## src/rtl/pipeline_stall_ctrl_pkg.sv

```systemverilog
// Shared types and constants for the pipeline stall/flush scheduler.
package pipeline_stall_ctrl_pkg;

  // MEM-stage SRAM access sequencer states.
  typedef enum logic {
    IDLE     = 1'b0,
    MEM_WAIT = 1'b1
  } state_t;

  // Register index of the program counter in the ARM register file.
  localparam logic [3:0] REG_PC = 4'd15;

endpackage

```

## src/rtl/pipeline_stall_ctrl_hazard_detect.sv

```systemverilog
// Combinational RAW hazard detection between ID sources and EX/MEM destinations.
// With forwarding enabled only a load in EX (load-use) needs a stall.
module hazard_detect
  import pipeline_stall_ctrl_pkg::*;
(
  input  logic       fwd_en,
  input  logic [3:0] src1,
  input  logic [3:0] src2,
  input  logic       uses_src1,
  input  logic       two_src,
  input  logic [3:0] ex_dest,
  input  logic       ex_wb_en,
  input  logic       ex_mem_read,
  input  logic [3:0] mem_dest,
  input  logic       mem_wb_en,
  output logic       hazard
);

  logic m1;
  logic m2;
  logic load_use;

  // Source/destination matches and the forwarding-dependent hazard select.
  always_comb begin
    m1 = uses_src1 & ((ex_wb_en & (src1 == ex_dest)) | (mem_wb_en & (src1 == mem_dest)));
    m2 = two_src   & ((ex_wb_en & (src2 == ex_dest)) | (mem_wb_en & (src2 == mem_dest)));
    load_use = ex_mem_read & ex_wb_en &
               ((uses_src1 & (src1 == ex_dest)) | (two_src & (src2 == ex_dest)));
    hazard = fwd_en ? load_use : (m1 | m2);
  end

endmodule

```

## src/rtl/pipeline_stall_ctrl.sv

```systemverilog
// Central stall/flush scheduler for the 5-stage pipeline.
// State table:
//   IDLE     | no SRAM access outstanding; a memReq launches one
//   MEM_WAIT | SRAM access in flight; waiting for sramReady or timeout
module pipeline_stall_ctrl
  import pipeline_stall_ctrl_pkg::*;
#(
  parameter int WAIT_MAX = 15,
  parameter int CNT_W    = 16
) (
  input  logic             clk,
  input  logic             rst,
  input  logic             fwdEn,
  input  logic [3:0]       idSrc1,
  input  logic [3:0]       idSrc2,
  input  logic             idUsesSrc1,
  input  logic             idTwoSrc,
  input  logic [3:0]       exDest,
  input  logic             exWbEn,
  input  logic             exMemRead,
  input  logic [3:0]       memDest,
  input  logic             memWbEn,
  input  logic             memReq,
  input  logic             branchTaken,
  input  logic             sramReady,
  output logic             sramStart,
  output logic             freezeFront,
  output logic             idExClear,
  output logic             ifIdFlush,
  output logic             freezeBack,
  output logic             memError,
  output logic [CNT_W-1:0] stallCount
);

  localparam logic [7:0] WAIT_LAST = 8'(WAIT_MAX - 1);

  state_t     state;
  logic [7:0] wait_cnt;
  logic       hazard;
  logic       mem_stall;
  logic       timeout;
  logic       freeze_front_raw;

  hazard_detect u_hazard (
    .fwd_en      (fwdEn),
    .src1        (idSrc1),
    .src2        (idSrc2),
    .uses_src1   (idUsesSrc1),
    .two_src     (idTwoSrc),
    .ex_dest     (exDest),
    .ex_wb_en    (exWbEn),
    .ex_mem_read (exMemRead),
    .mem_dest    (memDest),
    .mem_wb_en   (memWbEn),
    .hazard      (hazard)
  );

  // Memory stall and timeout detection from the current sequencer state.
  always_comb begin
    mem_stall = (state == IDLE) ? memReq : ~sramReady;
    timeout   = (state == MEM_WAIT) & ~sramReady & (wait_cnt == WAIT_LAST);
  end

  // Output priority memStall > branchTaken > hazard; everything held low during reset.
  always_comb begin
    freeze_front_raw = mem_stall | (hazard & ~branchTaken);
    sramStart        = rst & (state == IDLE) & memReq;
    freezeBack       = rst & mem_stall;
    freezeFront      = rst & freeze_front_raw;
    ifIdFlush        = rst & branchTaken & ~mem_stall;
    idExClear        = rst & (branchTaken | hazard) & ~mem_stall;
  end

  // SRAM access sequencer with wait counter and sticky timeout flag.
  always_ff @(posedge clk or negedge rst) begin
    if (!rst) begin
      state    <= IDLE;
      wait_cnt <= '0;
      memError <= 1'b0;
    end else begin
      case (state)
        IDLE: begin
          if (memReq) begin
            state    <= MEM_WAIT;
            wait_cnt <= '0;
          end
        end
        MEM_WAIT: begin
          wait_cnt <= wait_cnt + 8'd1;
          if (sramReady) begin
            state <= IDLE;
          end else if (timeout) begin
            memError <= 1'b1;
            state    <= IDLE;
          end
        end
        default: state <= IDLE;
      endcase
    end
  end

  // Saturating count of front-end freeze cycles.
  always_ff @(posedge clk or negedge rst) begin
    if (!rst) begin
      stallCount <= '0;
    end else if (freeze_front_raw && (stallCount != {CNT_W{1'b1}})) begin
      stallCount <= stallCount + 1'b1;
    end
  end

endmodule

```

## config.mk

```make
export PLATFORM = sky130hd
export DESIGN_NAME = pipeline_stall_ctrl
export DESIGN_NICKNAME = d
export VERILOG_FILES = /design/src/rtl/pipeline_stall_ctrl_pkg.sv /design/src/rtl/pipeline_stall_ctrl_hazard_detect.sv /design/src/rtl/pipeline_stall_ctrl.sv
export SDC_FILE = /design/constraint.sdc
export NUM_CORES = 1
export LEC_CHECK = 0
export CORE_MARGIN = 10
export CORE_UTILIZATION = 24
export DETAILED_ROUTE_END_ITERATION = 10
export GPL_TIMING_DRIVEN = 1
export SYNTH_ARGS = -nofsm -noshare
export SYNTH_HDL_FRONTEND = slang
export SYNTH_SLANG_ARGS = --single-unit
```

## constraint.sdc

```tcl
create_clock -name clk -period 3.7 [get_ports clk]
set_clock_uncertainty 0.15 [all_clocks]
set_input_delay 0.555 -clock clk [delete_from_list [all_inputs] [get_ports clk]]
set_output_delay 0.555 -clock clk [all_outputs]
set_load 0.01 [all_outputs]
```

==> summary.md, run 1 <==
| Metric | Value |
|---|---|
| Status | finished clean |
| Min Hold Slack | 323 ps |
| H-tree Lvls | 1 |
| RSZ-0062 raised after global routing | no |
| CTS-repair resized insts | 0 |
| Min-Delay Endpoint | memError |
| Arrival time of the worst setup path | 2600 ps |
| Root Driver | clkbuf_8 |
| Yosys synthesis warning count | 0 |
| Setup Buffers After CTS | 0 |
| Crit-path max cell delay | 580 ps |
| Fmax | 0.302 GHz |
| Vias | 1344 |
| Total congestion overflow | 0 |
| Area used by multi-input combinational logic | 892 um2 |
| Clock slew at reported path FFs | 80 ps |
| All-Layer GR Usage | 7.66% |
| Crit-path max FO | 4 |
| Starting density of the core | 24.9% |
| #FFs+latches synth | 26 |
| Reg2reg setup slack | 1360 ps |
| VDD IR-drop max | 0.000296 V |
| Drt total wl | 4.01 mm |
| Async SR Flop Fraction | 100% |
| Mean Syn Cell Area | 9.99 um2 |
| DR WL/cell | 14.0 um |
| Die area | 0.0103 mm2 |
| WS Path Type | in -> out |
| Design Area, Final | 0.00221 mm2 |
| I/O pin count | 49 |
| CP endpoint kind | primary output |
| FF-to-FF Start | stallCount[4] |
| DR DRC count | 0 |
| Area growth, synth to finish | 39.3% |
| Final Hold Viols | 0 |
| Clk_lat worst skew | 270 ps |
| Final period utilization | 89.4% |
| Clock Path Buffers | 2 |
| Die X-Extent | 101 um |
| Startpoint type of the worst setup path | input port |
| Detail Route Antenna Nets | 0 |
| Fin. max-slew vios | 0 |
| Power per cell area | 423 mW/mm2 |
| Synth Net Count | 189 |
| Crit-path cells | clkdlybuf4s50_1 -> xnor2_1 -> nand2_1 -> nor4_2 -> o41ai_4 -> a21oi_1 -> clkdlybuf4s50_1 |
| Total inserted antenna cells | 0 |
| Row cnt | 29 |
| Hold_sp | memError |
| Nets | 240 |
| Mapped Cells | 159 |
| WP buf/inv | 2 |
| DRT Pass-1 Iters | 4 |
| Total of max-cap violations | 0 |
| Setup TNS Final | 0 ps |
| Die height | 101 um |
| Placer Congestion | 0.782 |
| Post-synthesis cell area | 0.00159 mm2 |
| Largest net degree at the start of global routing | 22 |
| CTS sink cnt | 26 |
| Final HPWL DP | 3.22 mm |
| Post-synthesis sequential area ratio | 41.0% |
| Slowest CP cell | clkdlybuf4s50_1 |
| Reg2Reg Depth | 6 |
| Min Tclk post-route | 3310 ps |
| CP most frequent cell | clkdlybuf4s50_1 |
| Terminus of the critical flop-to-flop path | stallCount[1] |
| Final setup fails | 0 |
| PortBufs | 48 |
| Main synth FF type | dfrtp_1 |
| # fillers | 680 |
| CP required | 2990 ps |
| First DRT Iteration DRCs | 59 |
| Dpl cell area | 0.00216 mm2 |
| First-pass GRT wire length | 6.67 mm |
| Headroom to the max-slew limit | 66.5% |
| Avg Vias per Cell | 4.70 |
| Initial antenna violation count | 0 |
| CORE AREA | 0.00639 mm2 |
| CP top delay family | buffers and inverters |
| Layout cells sized above 1 | 10.5% |
| Worst-Margin Slew | 502 ps |
| Number of flops mapped to enable cells by yosys | 0 |
| Pleak | 0.000919 uW |
| Worst hold stages | 1 |
| Reg area | 651 um2 |
| Total CTS buffers | 3 |
| Post-synthesis cell type count | 35 |
| TritonCTS clock tree | built |
| CTS Hold Bufs | 0 |
| Vias in the first global route | 1372 |
| Tightest Hold Check Type | reg -> reg |
[cell usage in the layout (no fill, tap or decap), drive strengths merged, types with 3 or more instances in the layout]
| cell type | synthesis | layout |
|---|---|---|
| ha | 3 | 3 |
| mux2i | 4 | 4 |
| clkdlybuf4s50 | 0 | 48 |
| inv | 6 | 6 |
| nor2b | 3 | 3 |
| and3 | 4 | 4 |
| nor4 | 6 | 6 |
| nand2 | 11 | 11 |
| dfrtp | 26 | 26 |
| xnor2 | 18 | 18 |
| nor2 | 7 | 7 |
| o21ai | 7 | 7 |
| a21oi | 9 | 9 |
| xor2 | 9 | 9 |
| nand4 | 8 | 8 |
| clkbuf | 3 | 4 |
| nand3 | 15 | 15 |
| nand2b | 3 | 3 |
[state kept, by name, summed over array words and instances, names as in the netlist]
name,count
memError,1
stallCount,16
wait_cnt,8
state,1
[metrics by stage]
stage	setup slack [ps]	instances	power, uW	utilization, %
floorplan	1480	159	589	-
global placement	436	282	757	33.8
detailed placement	372	282	763	33.8
CTS	362	286	949	34.6
global route	199	286	1000	34.6
finish	392	286	935	34.6
[layout make-up]
class | count | share of cell area (%)
Tap cell | 77 | 4.36
Sequential cell | 26 | 29.4
Timing Repair Buffer | 50 | 22.4
Multi-Input combinational cell | 123 | 40.3
Inverter | 6 | 1.02
Clock buffer | 4 | 2.49
[cells in the mapped netlist, drive strengths merged (2+ instances only)]
library cell | number | area, um2
dfrtp | 26 | 651
xnor2 | 18 | 158
nand3 | 15 | 95.1
nand2 | 11 | 41.3
a21oi | 9 | 45.0
xor2 | 9 | 78.8
nand4 | 8 | 50.1
nor2 | 7 | 26.3
o21ai | 7 | 38.8
inv | 6 | 22.5
nor4 | 6 | 56.3
and3 | 4 | 26.3
mux2i | 4 | 40.0
clkbuf | 3 | 11.3
ha | 3 | 37.5
nand2b | 3 | 18.8
nor2b | 3 | 18.8
a21o | 2 | 16.3
a31oi | 2 | 12.5
mux2 | 2 | 22.5
nor3 | 2 | 10.0
[report_power, final]
part           leakage [uW]  switching (uW)  internal, uW
clock network     0.0000288            86.4          95.0
registers          0.000342            79.8           342
logic              0.000548             150           182
[layer usage]
layer | part of all wire (%) | track usage, % | up-vias
met4 | 0 | 0.965 | 0
met5 | 0 | 0 | -
li1 | - | - | 667
met3 | 8.8 | 2.65 | 0
met2 | 42 | 11.7 | 47
met1 | 49 | 10.5 | 630
[logic make-up (layout without fill, tap and decap cells)]
kind of cell             Yosys count  count (layout)  synth area share [%]
adder cells (fa/ha/maj)            3               3                  2.36
flip-flops                        26              26                  41.0
AND/OR/NAND/NOR                   63              63                  23.7
multiplexers                       6               6                  3.94
XOR/XNOR                          27              27                  14.9
AO/OA/AOI/OAI                     24              24                  11.3
buffers and inverters             10              60                  2.84
[worst max-delay path by stage]
stage,startpoint,to,slack (ps),cells past startpoint
finish,exDest[3],freezeFront,390,7
global route,exDest[3],freezeFront,200,7
CTS,exDest[3],freezeFront,360,7
detailed placement,exDest[3],freezeFront,370,7
global placement,exDest[3],freezeFront,440,7
floorplan,exDest[1],freezeFront,1480,5
No activity file was read; power rests on OpenSTA's default activity.
==> run 2: changes to the inputs <==
- SLEW_MARGIN: not set -> 20
==> results of run 2 <==
Same layout as run 1: the final DEF is identical, and so are final timing and power.
==> run 3: changes to the inputs <==
- CAP_MARGIN: not set -> 30
- CORE_UTILIZATION: 24 -> 50
- PLACE_DENSITY: not set -> 0.85
- SYNTH_HIERARCHICAL: not set -> 1
==> summary.md, run 3 <==
| Metric | Value |
|---|---|
| Reg area | 651 um2 |
| PortBufs | 48 |
| Top cell type's share of synthesized area | 41.6% |
| Detail Route Antenna Nets | 0 |
| Min Tclk post-route | 3470 ps |
| Nets | 242 |
| Power per cell area | 458 mW/mm2 |
| Initial antenna violation count | 0 |
| Clock Path Buffers | 2 |
| Top cells by area, synth | dfrtp_1 (42%), xor2_1 (13%), nand2_1 (3.6%) |
| Critical path depth | 9 |
| Headroom to the max-slew limit | 62.1% |
| Clk_lat worst skew | 330 ps |
| Row cnt | 20 |
| I/O pin count | 49 |
| DR DRC count | 0 |
| Avg Vias per Cell | 5.36 |
| # fillers | 233 |
| Vias in the first global route | 1429 |
| CORE AREA | 0.00303 mm2 |
| Final Hold Viols | 0 |
| Yosys synthesis warning count | 6 |
| Fmax | 0.288 GHz |
| Setup ws final | 233 ps |
| Largest net degree at the start of global routing | 27 |
| Root Driver | clkbuf_4 |
| Number of flops mapped to enable cells by yosys | 0 |
| DR WL/cell | 15.5 um |
| Total of max-cap violations | 0 |
| Post-synthesis cell area | 0.00157 mm2 |
| Pre-CTS setup slack | 73.5 ps |
| Crit-path max cell delay | 510 ps |
| DRT Pass-1 Iters | 4 |
| Layout cells sized above 1 | 7.11% |
| TritonCTS clock tree | built |
| M1 GR Usage | 15.7% |
| Area used by multi-input combinational logic | 898 um2 |
| RSZ-0062 raised after global routing | no |
| Busiest grt layer | met2 |
| CP most frequent cell | clkdlybuf4s50_1 |
| Post-synth top area cell | dfrtp_1 |
| Die X-Extent | 76.0 um |
| Starting density of the core | 51.7% |
| WS Path Type | in -> out |
| Slowest CP cell | clkdlybuf4s50_1 |
| Reg2Reg Depth | 5 |
| Placer Congestion | 0.818 |
| WP buf/inv | 2 |
| Post-synthesis sequential area ratio | 41.6% |
| Worst-Margin Slew | 564 ps |
| Drt total wl | 3.94 mm |
| Tightest Hold Check Type | reg -> reg |
| Status | finished clean |
| Mapped Cells | 160 |
| VDD IR-drop max | 0.000249 V |
| Main synth FF type | dfrtp_1 |
| Final setup fails | 0 |
| First DRT Iteration DRCs | 153 |
| Mean Syn Cell Area | 9.78 um2 |
| Startpoint type of the worst setup path | input port |
| Crit-path cells | clkdlybuf4s50_1 -> xor2_1 -> nor3_1 -> a41oi_1 -> nand3_1 -> nor2b_1 -> a21oi_4 -> nor2_1 -> clkdlybuf4s50_1 |
| CP endpoint kind | primary output |
| Regs by FF count | stallCount: 16 flops, wait_cnt: 8 flops |
| Final Core Density | 70.8% |
| Total inserted antenna cells | 0 |
| CP top delay family | buffers and inverters |
| H-tree Lvls | 1 |
| Post-synthesis cell type count | 39 |
| Fin. max-slew vios | 0 |
| Clock slew at reported path FFs | 140 ps |
| Final HPWL DP | 3.24 mm |
| Commonest non-fill, non-tap cell in the layout | clkdlybuf4s50_1 |
| Min Hold Slack | 344 ps |
| Total CTS buffers | 3 |
| Die area | 0.00577 mm2 |
| Pleak | 0.000909 uW |
| Final period utilization | 93.7% |
| Overall Power | 982 uW |
| Worst hold stages | 1 |
| Total congestion overflow | 0 |
| #FFs+latches synth | 26 |
| Crit path launch | exDest[3] |
| CP required | 2990 ps |
| CTS sink cnt | 26 |
| Hold_sp | wait_cnt[7] |
| Count leader, synth | dfrtp_1 |
| Max reg flops | 16 |
| Grt met3 use | 5.19% |
| All-Layer GR Usage | 13.9% |
| Async SR Flop Fraction | 100% |
| FF-to-FF Start | stallCount[0] |
| Routing usage on met2 | 23.0% |
| Area growth, synth to finish | 36.9% |
| Crit-path max FO | 16 |
| Arrival time of the worst setup path | 2760 ps |
| Die height | 76.0 um |
| Most frequent cells in the layout | clkdlybuf4s50_1 (48), dfrtp_1 (26), xor2_1 (24), nand2_1 (15), nor3_1 (11) |
| Largest register by flop count | stallCount |
| First-pass GRT wire length | 6.84 mm |
| Synth Net Count | 190 |
| Setup Buffers After CTS | 0 |
| Setup TNS Final | 0 ps |
| Most frequent cells after synthesis | dfrtp_1 (26), xor2_1 (24), nand2_1 (15) |
| Vias | 1368 |
-- run 3: worst paths after layout --
check	to	slack, ps
max	freezeFront	230
min	wait_cnt[7]	340
max reg2reg	stallCount[1]	1600
min reg2reg	wait_cnt[7]	340
min in group asynchronous	stallCount[5]	570
max in group asynchronous	stallCount[12]	2580
-- run 3: logic make-up (layout without fill, tap and decap cells) --
kind of cell / after synthesis / after routing / share of synthesized area, %
fa+ha+maj: 3 / 3 / 2.40
compound gates: 12 / 12 / 5.12
flops: 26 / 26 / 41.6
mux: 7 / 7 / 4.88
xor+xnor: 30 / 30 / 16.8
buf+inv: 6 / 57 / 1.52
simple gates: 76 / 76 / 27.7
-- run 3: power breakdown --
| group | internal, uW | leakage, uW | switching, uW | total (uW) |
|---|---|---|---|---|
| Clock | 60.2 | 0.0000210 | 87.9 | 148 |
| Combinational | 213 | 0.000564 | 160 | 374 |
| Sequential | 353 | 0.000325 | 107 | 460 |
| Total | 627 | 0.000909 | 355 | 982 |
-- run 3: worst reg2reg max path, cell delays in order, from the launching register on --
cell	delay (ps)
dfrtp_1	460
ha_1	200
nand3_1	270
nor4_4	510
nor2_2	100
mux2_4	310
-- run 3: final cells by class --
type / instances / share of cell area, %
Clock buffer: 4 / 1.69
Inverter: 4 / 0.701
Multi-Input combinational cell: 128 / 41.9
Sequential cell: 26 / 30.4
Tap cell: 44 / 2.57
Timing Repair Buffer: 49 / 22.8
-- run 3: per-layer routing --
| layer | up-vias | routed length, um |
|---|---|---|
| li1 | 675 | - |
| met1 | 649 | 1650 |
| met2 | 40 | 1930 |
| met3 | 4 | 326 |
| met4 | 0 | 43 |
| met5 | - | 0 |
-- run 3: metrics by stage --
| stage | instances | cell area (um2) |
|---|---|---|
| 6_report | 255 | 2140 |
| 5_1_grt | 255 | 2140 |
| 4_1_cts | 255 | 2140 |
| 3_5_place_dp | 251 | 2100 |
| 3_3_place_gp | 251 | 2100 |
| 2_1_floorplan | 160 | 1570 |
-- run 3: repair_timing --
action	in CTS	in global routing
gates resized for setup	0	1
hold buffers	0	0
endpoints found under the setup margin	0	1
